`src/rtl/rom_burst_arbiter.sv`:
```
// rtl/rom_burst_arbiter.sv - round-robin burst arbiter sharing one synchronous ROM
// between two requesters; issues consecutive addresses and returns tagged read data.
module rom_burst_arbiter #(
   parameter int ADDR_W = 10,
   parameter int DATA_W = 12,
   parameter int LEN_W  = 4
) (
   input  logic              clk,
   input  logic              rst,
   input  logic              req0,
   input  logic [ADDR_W-1:0] addr0,
   input  logic [LEN_W-1:0]  len0,
   output logic              gnt0,
   input  logic              req1,
   input  logic [ADDR_W-1:0] addr1,
   input  logic [LEN_W-1:0]  len1,
   output logic              gnt1,
   output logic [ADDR_W-1:0] rom_addr,
   input  logic [DATA_W-1:0] rom_data,
   output logic [DATA_W-1:0] rd_data,
   output logic              rd_valid,
   output logic              rd_id,
   output logic              rd_last,
   output logic              busy
);

   typedef enum logic {IDLE, ISSUE} state_t;

   state_t            state_q;
   logic [LEN_W-1:0]  len_q, cnt_q;
   logic              id_q, last_served_q;
   logic              flag_q, flag_id_q, flag_last_q;
   logic              gnt0_q, gnt1_q;
   logic [ADDR_W-1:0] rom_addr_q;
   logic [DATA_W-1:0] rd_data_q;
   logic              rd_valid_q, rd_id_q, rd_last_q;

   logic              win1_d;
   logic              cnt_done_d;

   // On a tie the requester that was not served last takes the grant.
   always_comb begin
      win1_d     = req1 & (~req0 | ~last_served_q);
      cnt_done_d = (cnt_q == len_q);
   end

   always_ff @(posedge clk) begin
      if (rst) begin
         state_q       <= IDLE;
         len_q         <= '0;
         cnt_q         <= '0;
         id_q          <= 1'b0;
         last_served_q <= 1'b1;
         flag_q        <= 1'b0;
         flag_id_q     <= 1'b0;
         flag_last_q   <= 1'b0;
         gnt0_q        <= 1'b0;
         gnt1_q        <= 1'b0;
         rom_addr_q    <= '0;
         rd_data_q     <= '0;
         rd_valid_q    <= 1'b0;
         rd_id_q       <= 1'b0;
         rd_last_q     <= 1'b0;
      end else begin
         gnt0_q      <= 1'b0;
         gnt1_q      <= 1'b0;
         flag_q      <= (state_q == ISSUE);
         flag_id_q   <= id_q;
         flag_last_q <= (state_q == ISSUE) & cnt_done_d;
         rd_valid_q  <= flag_q;
         rd_data_q   <= flag_q ? rom_data : '0;
         rd_id_q     <= flag_q & flag_id_q;
         rd_last_q   <= flag_q & flag_last_q;
         case (state_q)
            IDLE: begin
               if (req0 | req1) begin
                  id_q          <= win1_d;
                  last_served_q <= win1_d;
                  rom_addr_q    <= win1_d ? addr1 : addr0;
                  len_q         <= win1_d ? len1 : len0;
                  cnt_q         <= '0;
                  gnt0_q        <= ~win1_d;
                  gnt1_q        <= win1_d;
                  state_q       <= ISSUE;
               end
            end
            ISSUE: begin
               // Final address stays on the bus; the idle cycle that follows is the bubble.
               if (cnt_done_d) begin
                  state_q <= IDLE;
               end else begin
                  rom_addr_q <= rom_addr_q + 1'b1;
                  cnt_q      <= cnt_q + 1'b1;
               end
            end
            default: state_q <= IDLE;
         endcase
      end
   end

   assign gnt0     = gnt0_q;
   assign gnt1     = gnt1_q;
   assign rom_addr = rom_addr_q;
   assign rd_data  = rd_data_q;
   assign rd_valid = rd_valid_q;
   assign rd_id    = rd_id_q;
   assign rd_last  = rd_last_q;
   assign busy     = (state_q == ISSUE) | flag_q | rd_valid_q;

endmodule

```
`config.mk`:
```
export PLATFORM = sky130hd
export DESIGN_NAME = rom_burst_arbiter
export DESIGN_NICKNAME = d
export VERILOG_FILES = /design/src/rtl/rom_burst_arbiter.sv
export SDC_FILE = /design/constraint.sdc
export NUM_CORES = 1
export LEC_CHECK = 0
export CAP_MARGIN = 20
export CORE_UTILIZATION = 33
export DETAILED_ROUTE_END_ITERATION = 16
export MAX_ROUTING_LAYER = met4
export SLEW_MARGIN = 20
export SYNTH_ARGS = -nofsm -noshare
export SYNTH_HDL_FRONTEND = slang
export SYNTH_SLANG_ARGS = --single-unit
```
`constraint.sdc`:
```
create_clock -name clk -period 3.1 [get_ports clk]
set_clock_uncertainty 0.05 [all_clocks]
set_input_delay 0.31 -clock clk [delete_from_list [all_inputs] [get_ports clk]]
set_output_delay 0.31 -clock clk [all_outputs]
set_load 0.1 [all_outputs]
```
======== Word level (Yosys, flattened, before mapping) ========
Cells that the tools add are included.
Widths: inputs -> output; s select.
storage, ports and cells
  register bits after elaboration ......... 41
  input bits .............................. 44
  output and inout bits ................... 28
  word-level logic and storage cells ...... 49
cells by class
  add/sub/neg operators ................... 2
  eq/ne operators ......................... 3
  muxes and demuxes ....................... 11
  bitwise gates (word level) .............. 14
  reductions and logical operators ........ 4
operators by type and width
  operator               number
  $mux 10                3
  $pmux 10 s2            1
  $mux 4                 3
  $add 10x1->10 const B  1
  $pmux 4 s2             1
  $not 1->1              6
  $add 4x1->4 const B    1
  $and 1x1->1            4
  $eq 4x4->1             1
  $ne 2x2->1 const B     2
  $or 1x1->1             4
  $reduce_and 2->1       2
  $reduce_or 3->1        1
  $mux 1                 2
  $pmux 1 s2             1
  $reduce_or 2->1        1

======== Logic depth before layout (Yosys ltp) ========
Gate-level depths: netlist (run 1).
  word-level depth ........................ 6
  gate-level depth with buffers ........... 6
  depth with buffers taken out ............ 5

======== Worst setup path before layout (run 1) ========
No wires, ideal clock.
  kind .................................... reg2reg
  from .................................... reg rom_addr_q[0] (netlist: rom_addr[0])
  to ...................................... reg rom_addr_q[8] (netlist: rom_addr[8])
  library setup time ...................... 134 ps
  arrival ................................. 2,038 ps
  data required time ...................... 2,916 ps
  setup slack ............................. 879 ps
  cell stages (with the launch flop) ...... 6
  path buffers ............................ 0
  clock period less this slack ............ 2,221 ps
  path through ............................ dfxtp_1 ha_1 nand3_1 or2_2 o22ai_1 a211oi_1
between the ends
  longest elaborated chain between the ends .. 3
ends and longest elaborated chain
  item                      line  source
  start: declaration        34    logic [ADDR_W-1:0] rom_addr_q;
  start signal: assignment  79    rom_addr_q <= win1_d ? addr1 : addr0;
  start signal: assignment  92    rom_addr_q <= rom_addr_q + 1'b1;
  $add 10x1->10             92
  $mux 10                   89    if (cnt_done_d) begin
  $pmux 10 s2               74    case (state_q)
Every way passes these cells. The select of a mux whose other input is x is not followed.
A chain may end at the register's enable or synchronous reset.

======== Worst setup path in the final report (run 1) ========
  from .................................... reg rd_valid_q (netlist: rd_valid)
  to ...................................... out rd_valid
RTL lines
  item                      line  source
  start: declaration        36    logic rd_valid_q, rd_id_q, rd_last_q;
  start signal: assignment  70    rd_valid_q <= flag_q;
  end: declaration          21    output logic rd_valid,
No word-level cell between the ends.

==> reports/metrics.csv, run 1 <==
stage,metric,value,unit
run_status,status,completed,
floorplan,coreArea,5140,um2
floorplan,die_x,75.35,um
synth,synth_nets,239,
hold_path,hp-class,reg2reg,
final_layout,syn_to_final_growth,50.03,%
drt,drt_iter0_markers,82,
sta,fin_ws,0.9862,ns
placed_design,port_buffers,71,
synth,yosysSeqAreaShare,46.23,%
sta,worst_hold_slack,0.3832,ns
power,leakage,0.9936,nW
sta,setup_tns,0,ns
placed_design,dp_slack,0.8398,ns
worst_setup_path,critPathTopFamily,buffers and inverters,
synth,synthAdderAreaFrac,1.409,%
sta,drv_slew,0,
synth,async_flop_share,0,%
placed_design,gp_congestion,0.7600,
final_layout,mostFrequentLayoutCell,clkdlybuf4s50_1,
drt,vias_per_cell,5.006,
clock_network,insertion_delay,0.30,ns
drt,totalWireLength,4727,um
worst_setup_path,cp.arrival,1.75,ns
worst_setup_path,cp.required,2.74,ns
clock_network,clockRootBuffer,clkbuf_8,
sta,relSlewSlack,34.63,%
synth,synth_seq_cells,41,
clock_network,h-tree-depth,2,
floorplan,io_pins,72,
sta,fin_crit_sh,68.19,%
global_route,track_usage,18.97,%
synth,synth-xor-area-share,1.973,%
synth,synth-compound-area-share,20.58,%
synth,syn_inst,193,
placed_design,dp_hpwl,3424,um
power,ir_drop,0.3201,mV
floorplan,initial_core_util,34.54,%
final_layout,final_cell_mix,"clkdlybuf4s50_1 (60), dfxtp_1 (41), nand2_1 (22)",
worst_setup_path,critPathMaxFanout,2,
synth,yosys.area_share.simple,22.97,%
worst_setup_path,cpMaxStageDelayCell,clkdlybuf4s50_1,
sta,tightest_slew,0.9774,ns
floorplan,rows,26,
clock_network,ctsResizeCount,0,
global_route,gr-usage-met1,25.16,%
clock_network,postCtsSetupBuffers,0,
drt,ant_nets,0,
drt,via_count,1692,
sta,min_period,2.114,ns
worst_setup_path,endpoint_kind,primary output,
sta,hold_viol_final,0,
global_route,grt_pass1_vias,1574,
power,power_per_cell_area,581.1,nW/um2
clock_network,cts.sinks,41,
clock_network,cts_hold_buf,0,
global_route,antenna_found_initial,0,
sta,fmax,473.1,MHz
synth,synth.mux.area_fraction,3.594,%
sta,rsz0062_at_grt,no,
global_route,overflow,0,
global_route,grtUsageMet3,3.968,%
synth,synth_top_family_by_area,simple AND/OR/NAND/NOR gates,
clock_network,cts_made_buffers,5,
worst_setup_path,crit_path_start_kind,register,
floorplan,die_area,5678,um2
synth,synth_cell_types,49,
floorplan,die_y,75.35,um
drt,wire_per_inst,13.99,um
global_route,grt_max_degree,26,
final_layout,antenna-diode-count,0,
worst_setup_path,crit_chain,clkdlybuf4s50_1,
final_layout,nets,313,
synth,synth_top_flop_cell,dfxtp_1,
clock_network,clkTransAtPathRegs,0.08,ns
clock_network,cts_buffer_depth,2,
run,max-cap-violations,0,
drt,drc,0,
synth,synth_edf_count,0,
worst_setup_path,critical_path_class,reg2out,
global_route,busiest_layer,met2,
final_layout,drive_above_1_share,12.69,%
synth,syn_area_per_cell,9.199,um2
worst_setup_path,cp_slowest_stage_delay,1.13,ns
drt,drt_first_pass_iters,4,
global_route,met2_usage,27.68,%
worst_setup_path,cp_num_buf_inv,1,
sta,finalSetupViolCount,0,
synth,synthesis.area,1775,um2
global_route,grt_pass1_wl,7652,um
clock_network,cts_tree,built,
final_layout,utilization,51.83,%
synth,synth_warnings,0,
[where the power goes]
group | total (mW) | internal (mW) | switching, mW | leakage, nW
combinational | 0.504 | 0.167 | 0.337 | 0.603
clock | 0.437 | 0.241 | 0.196 | 0.0543
sequential | 0.606 | 0.568 | 0.0381 | 0.336
total | 1.55 | 0.976 | 0.572 | 0.994
[cell usage after synthesis, types with 2 or more instances]
library cell,number,share of area [%]
dfxtp_1,41,46
nand2_1,22,4.7
and2_1,14,4.9
nor2_1,11,2.3
nand3_1,9,2.5
a21oi_1,8,2.3
a311oi_1,5,2.5
clkbuf_1,5,1.1
nand2b_1,5,1.8
nor3_1,5,1.4
o21ai_0,5,1.4
a32o_1,4,2.3
nand4_1,4,1.4
xnor2_1,4,2.0
buf_2,3,0.85
mux2_2,3,1.9
mux2i_1,3,1.7
o221ai_1,3,1.5
a22oi_1,2,0.85
a2bb2oi_1,2,0.99
a311o_1,2,1.1
ha_1,2,1.4
inv_1,2,0.42
nor2b_1,2,0.70
o22ai_1,2,0.70
or3_1,2,0.70
[routing by layer]
metal  share of wire (%)  vias to the layer above
li1                    -                      856
met1                  47                      784
met2                  47                       45
met3                 3.9                        7
met4                 1.9                        0
met5                   0                        -
[cell type report]
class	count	area [um2]
Fill cell	534	2476
Multi-Input combinational cell	139	897.1
Sequential cell	41	820.8
Timing Repair Buffer	78	735.7
Tap cell	70	87.58
Clock buffer	5	68.82
Clock inverter	3	46.29
Inverter	2	7.507
[final timing paths]
path	slack, ns	endpoint	depth (start not counted)	start
max	0.99	rd_valid	1	rd_valid
max reg2reg	1.29	rom_addr[7]	4	cnt_q[1]
min reg2reg	0.38	rd_id	1	flag_id_q
min	0.38	rd_id	1	flag_id_q
[per-stage QoR]
| stage | instance area [um2] | std cells | total power, mW |
|---|---|---|---|
| 2_1_floorplan | 1775 | 193 | 0.9663 |
| 3_3_place_gp | 2549 | 330 | 1.121 |
| 3_5_place_dp | 2549 | 330 | 1.122 |
| 4_1_cts | 2664 | 338 | 1.562 |
| 5_1_grt | 2664 | 338 | 1.624 |
| 6_report | 2664 | 338 | 1.548 |
[flip-flops by register name (all words and copies together), names as in the netlist]
register       flops
state_q            1
cnt_q              4
len_q              4
id_q               1
rom_addr          10
gnt1               1
flag_last_q        1
last_served_q      1
rd_valid           1
rd_data           12
flag_q             1
rd_last            1
rd_id              1
gnt0               1
flag_id_q          1
[cells by family (layout without fill, tap and decap cells)]
group	after synthesis	after routing
XOR/XNOR	4	4
AO/OA/AOI/OAI	47	47
flip-flops	41	41
adder cells (fa/ha/maj)	2	2
AND/OR/NAND/NOR	80	80
multiplexers	6	6
buffers and inverters	13	88
(Power assumes the default switching activity.)
==> run 2, diff against run 1 <==
- PLACE_DENSITY: not set -> 0.66
- clock period: 3.1 -> 1.81 ns (I/O delays scaled with it)
==> reports/metrics.csv, run 2 (synthesis gave the netlist of run 1 again) <==
stage,metric,value,unit
clock_network,clkTransAtPathRegs,0.09,ns
drt,wire_per_inst,13.77,um
sta,hold_viol_final,0,
worst_setup_path,cp.arrival,1.86,ns
run,max-cap-violations,0,
global_route,overflow,0,
floorplan,coreArea,5140,um2
worst_setup_path,critPathMaxFanout,8,
sta,rsz0062_at_grt,no,
final_layout,mostFrequentLayoutCell,buf_4,
worst_setup_path,crit_path_start_kind,register,
global_route,grt_pass1_wl,7914,um
worst_setup_path,cp_slowest_stage_delay,0.48,ns
final_layout,drive_above_1_share,25.81,%
final_layout,antenna-diode-count,0,
worst_setup_path,critPathLaunch,state_q,
final_layout,largest_register_ffs,12,
sta,drv_slew,0,
hold_path,hp-class,in2reg,
floorplan,die_y,75.35,um
worst_setup_path,endpoint_kind,register,
sta,fmax,595.6,MHz
sta,relSlewSlack,48.74,%
floorplan,initial_core_util,34.54,%
drt,totalWireLength,4805,um
worst_setup_path,cpMaxStageDelayCell,dfxtp_1,
final_layout,final.fill_count,530,
clock_network,cts_hold_buf,0,
drt,ant_nets,0,
final_layout,multi_input_area,905.9,um2
clock_network,cts.sinks,41,
floorplan,die_area,5678,um2
clock_network,insertion_delay,0.30,ns
placed_design,gp_congestion,0.8028,
power,ir_drop,0.4206,mV
worst_setup_path,critical_path_class,reg2reg,
placed_design,dp_hpwl,3544,um
global_route,antenna_found_initial,0,
sta,finalSetupViolCount,0,
sta,fin_crit_sh,92.76,%
global_route,grt_max_degree,16,
global_route,grt_pass1_vias,1632,
drt,vias_per_cell,4.923,
drt,drt_first_pass_iters,4,
drt,drc,0,
clock_network,cts_made_buffers,5,
floorplan,io_pins,72,
global_route,track_usage,19.41,%
clock_network,cts_tree,built,
sta,tightest_slew,0.7673,ns
power,totalPowerFinal,2.583,mW
power,power_per_cell_area,945.6,nW/um2
power,leakage,1.080,nW
worst_setup_path,rr_startpoint,state_q,
hold_path,min_from,rom_data[3],
clock_network,clockRootBuffer,clkbuf_8,
run_status,status,completed,
worst_setup_path,cp.required,1.99,ns
final_layout,utilization,53.14,%
final_layout,nets,324,
final_layout,seqCellArea,835.8,um2
placed_design,port_buffers,71,
floorplan,die_x,75.35,um
floorplan,rows,26,
clock_network,cts_buffer_depth,2,
drt,via_count,1718,
worst_setup_path,crit_chain,inv_1 -> a41o_1 -> buf_4 -> or3_1 -> a21boi_0,
sta,min_period,1.679,ns
drt,drt_iter0_markers,88,
final_layout,final_cell_mix,"buf_4 (44), clkdlybuf4s50_1 (43), dfxtp_1 (33)",
clock_network,postCtsSetupBuffers,0,
final_layout,syn_to_final_growth,53.84,%
clock_network,h-tree-depth,2,
==> run 2: per-stage QoR <==
step	std cells	setup TNS (ns)	setup WS [ns]	hold WS, ns	cell area, um2
after CTS	349	0	0.05170	0.3736	2724
after detailed placement	341	-0.05307	-0.02673	0.3651	2630
after floorplan	193	0	0.07528	0.2142	1792
after global placement	341	0	0.02279	0.3606	2630
final	349	0	0.1311	0.3800	2731
after global routing	349	0	0.001047	0.3598	2731
==> run 2: worst paths after layout <==
path | endpoint | slack (ns) | cells past startpoint
worst min register to register | rd_id | 0.38 | 1
worst max register to register | cnt_q[2] | 0.13 | 5
worst min-delay path | rd_data[3] | 0.38 | 2
worst max-delay path | cnt_q[2] | 0.13 | 5
==> run 2: where the power goes <==
group	internal [mW]	leakage [nW]	switching, mW
clock network	0.278	0.0447	0.349
logic	0.326	0.696	0.581
registers	0.980	0.339	0.0686
total	1.58	1.08	0.999
==> run 2: metal layers <==
| metal | routed length [um] | GRT usage, % | vias up | share of wire (%) |
|---|---|---|---|---|
| met5 | 0 | - | - | 0 |
| met2 | 2293 | 31.55 | 54 | 48 |
| met4 | 69 | 6.996 | 0 | 1.4 |
| met1 | 2154 | 23.65 | 779 | 45 |
| met3 | 287 | 4.365 | 6 | 6.0 |
| li1 | - | - | 879 | - |
==> run 2: what timing repair did <==
item                                    CTS  global route
endpoints found under the setup margin    0             3
gates resized for setup                   0             1
endpoints found under the hold margin     0             0
==> run 2: final cells by class <==
class	instances	area share, %
Sequential cell	41	30.60
Timing Repair Buffer	89	29.32
Multi-Input combinational cell	139	33.17
Clock inverter	3	0.9162
Clock buffer	5	2.519
Tap cell	70	3.207
Inverter	2	0.2749
==> run 2: worst max-delay path: cells and delay by family (launching register included) <==
family	cells	cell delay (ns)
AOI/OAI and AO/OA	2	0.42
DFF	1	0.48
buffers and inverters	2	0.36
and+or+nand+nor	1	0.29
==> run 3, diff against run 2 <==
- CELL_PAD_IN_SITES_DETAIL_PLACEMENT: not set -> 1
- CELL_PAD_IN_SITES_GLOBAL_PLACEMENT: not set -> 1
- CORE_UTILIZATION: 33 -> 28
- PLACE_DENSITY: 0.66 -> not set
- PLACE_DENSITY_LB_ADDON: not set -> 0.1
==> reports/metrics.csv, run 3 (synthesis gave the netlist of run 1 again) <==
stage,metric,value,unit
worst_setup_path,reg2reg_slack,0.17,ns
drt,wl_met3,370,um
worst_setup_path,cp.arrival,1.52,ns
sta,hold_viol_final,0,
final_layout,mostFrequentLayoutCell,buf_4,
power,leakage,1.094,nW
worst_setup_path,cp_num_buf_inv,2,
placed_design,dp_hpwl,4016,um
worst_setup_path,cp_slowest_stage_delay,0.52,ns
worst_setup_path,cpMaxStageDelayCell,or3_2,
floorplan,rows,28,
final_layout,largest_register_ffs,12,
drt,top_layer,met4,
drt,drt_iter0_markers,38,
global_route,track_usage,17.54,%
worst_setup_path,cp.required,1.58,ns
clock_network,h-tree-depth,2,
worst_setup_path,crit_path_start_kind,register,
clock_network,postCtsSetupBuffers,0,
clock_network,cts_made_buffers,5,
drt,ant_nets,0,
final_layout,multi_input_area,898.4,um2
drt,totalWireLength,5232,um
worst_setup_path,critPathTopFamily,simple AND/OR/NAND/NOR gates,
worst_setup_path,endpoint_kind,primary output,
final_layout,final_area,2750,um2
clock_network,ctsResizeCount,0,
final_layout,final.fill_count,714,
drt,vias_per_cell,4.972,
floorplan,die_y,81.63,um
global_route,grt_pass1_vias,1740,
drt,met2_length,2340,um
drt,drc,0,
worst_setup_path,critPathMaxFanout,16,
clock_network,cts_buffer_depth,2,
final_layout,syn_to_final_growth,54.90,%
clock_network,insertion_delay,0.29,ns
final_layout,final_cell_mix,"buf_4 (44), clkdlybuf4s50_1 (43), dfxtp_1 (33)",
drt,wire_per_inst,14.78,um
final_layout,nets,324,
placed_design,place_area,2636,um2
floorplan,io_pins,72,
sta,fin_crit_sh,96.55,%
final_layout,seqCellArea,835.8,um2
drt,via_count,1760,
floorplan,initial_core_util,29.46,%
drt,drt_first_pass_iters,4,
final_layout,antenna-diode-count,0,
power,power_per_cell_area,984.4,nW/um2
sta,drv_slew,0,
run,max-cap-violations,0,
global_route,antenna_found_initial,0,
floorplan,die_area,6663,um2
global_route,grt_max_degree,17,
hold_path,hp-class,reg2reg,
power,ir_drop,0.4562,mV
clock_network,cts_tree,built,
power,totalPowerFinal,2.707,mW
sta,fmax,572.2,MHz
sta,finalSetupViolCount,0,
clock_network,cts_hold_buf,0,
run_status,status,completed,
sta,tightest_slew,0.7345,ns
floorplan,coreArea,6026,um2
placed_design,gp_congestion,0.7833,
clock_network,clkTransAtPathRegs,0.08,ns
worst_setup_path,critical_path_class,reg2out,
placed_design,port_buffers,71,
sta,rsz0062_at_grt,no,
clock_network,clockRootBuffer,clkbuf_8,
worst_setup_path,crit_chain,buf_4 -> or3_2 -> buf_12,
sta,min_period,1.748,ns
global_route,grt_pass1_wl,8562,um
drt,wl_met1,2427,um
global_route,overflow,0,
final_layout,drive_above_1_share,25.45,%
floorplan,die_x,81.63,um
sta,relSlewSlack,50.93,%
clock_network,cts.sinks,41,
## run 3: path summary, 6_finish.rpt
path	from	endpoint	cells after the start
worst min register to register	flag_last_q	rd_last	1
worst max register to register	cnt_q[1]	rom_addr[7]	4
worst min-delay path	flag_last_q	rd_last	1
worst max-delay path	state_q	busy	3
## run 3: per-stage QoR
step                util (%)  instances  hold WS [ns]  setup WS, ns   TNS, ns
floorplan                  -        193        0.2142       0.07528         0
global placement       43.75        346        0.3638       0.01766         0
detailed placement     43.75        346        0.3658      -0.03355  -0.06381
CTS                    45.64        354        0.3796       0.04001         0
global route           45.64        354        0.3855       0.01031         0
finish                 45.64        354        0.3822       0.06237         0
## run 3: final cells by class
cell class	count	share of cell area [%]
Multi-Input combinational cell	139	32.67
Sequential cell	41	30.39
Timing Repair Buffer	89	29.12
Clock buffer	5	2.502
Tap cell	75	3.412
Clock inverter	3	1.638
Inverter	2	0.2730
## run 3: routing by layer
layer	vias to the layer above	global-route usage, %
met5	-	-
met4	0	6.842
met3	7	4.444
met2	58	26.50
met1	817	22.34
li1	878	-
## run 3: worst reg2reg max path: cells and delay by family (launching register included)
| family | cells | cell delay, ns |
|---|---|---|
| DFF | 1 | 0.36 |
| and+or+nand+nor | 1 | 0.20 |
| AOI/OAI and AO/OA | 2 | 0.66 |
| xor gates and xnor gates | 1 | 0.27 |
## run 3: where the power goes
part | internal [mW] | leakage, nW | switching (mW)
logic | 0.322 | 0.696 | 0.590
clock network | 0.414 | 0.0587 | 0.335
registers | 0.980 | 0.339 | 0.0665
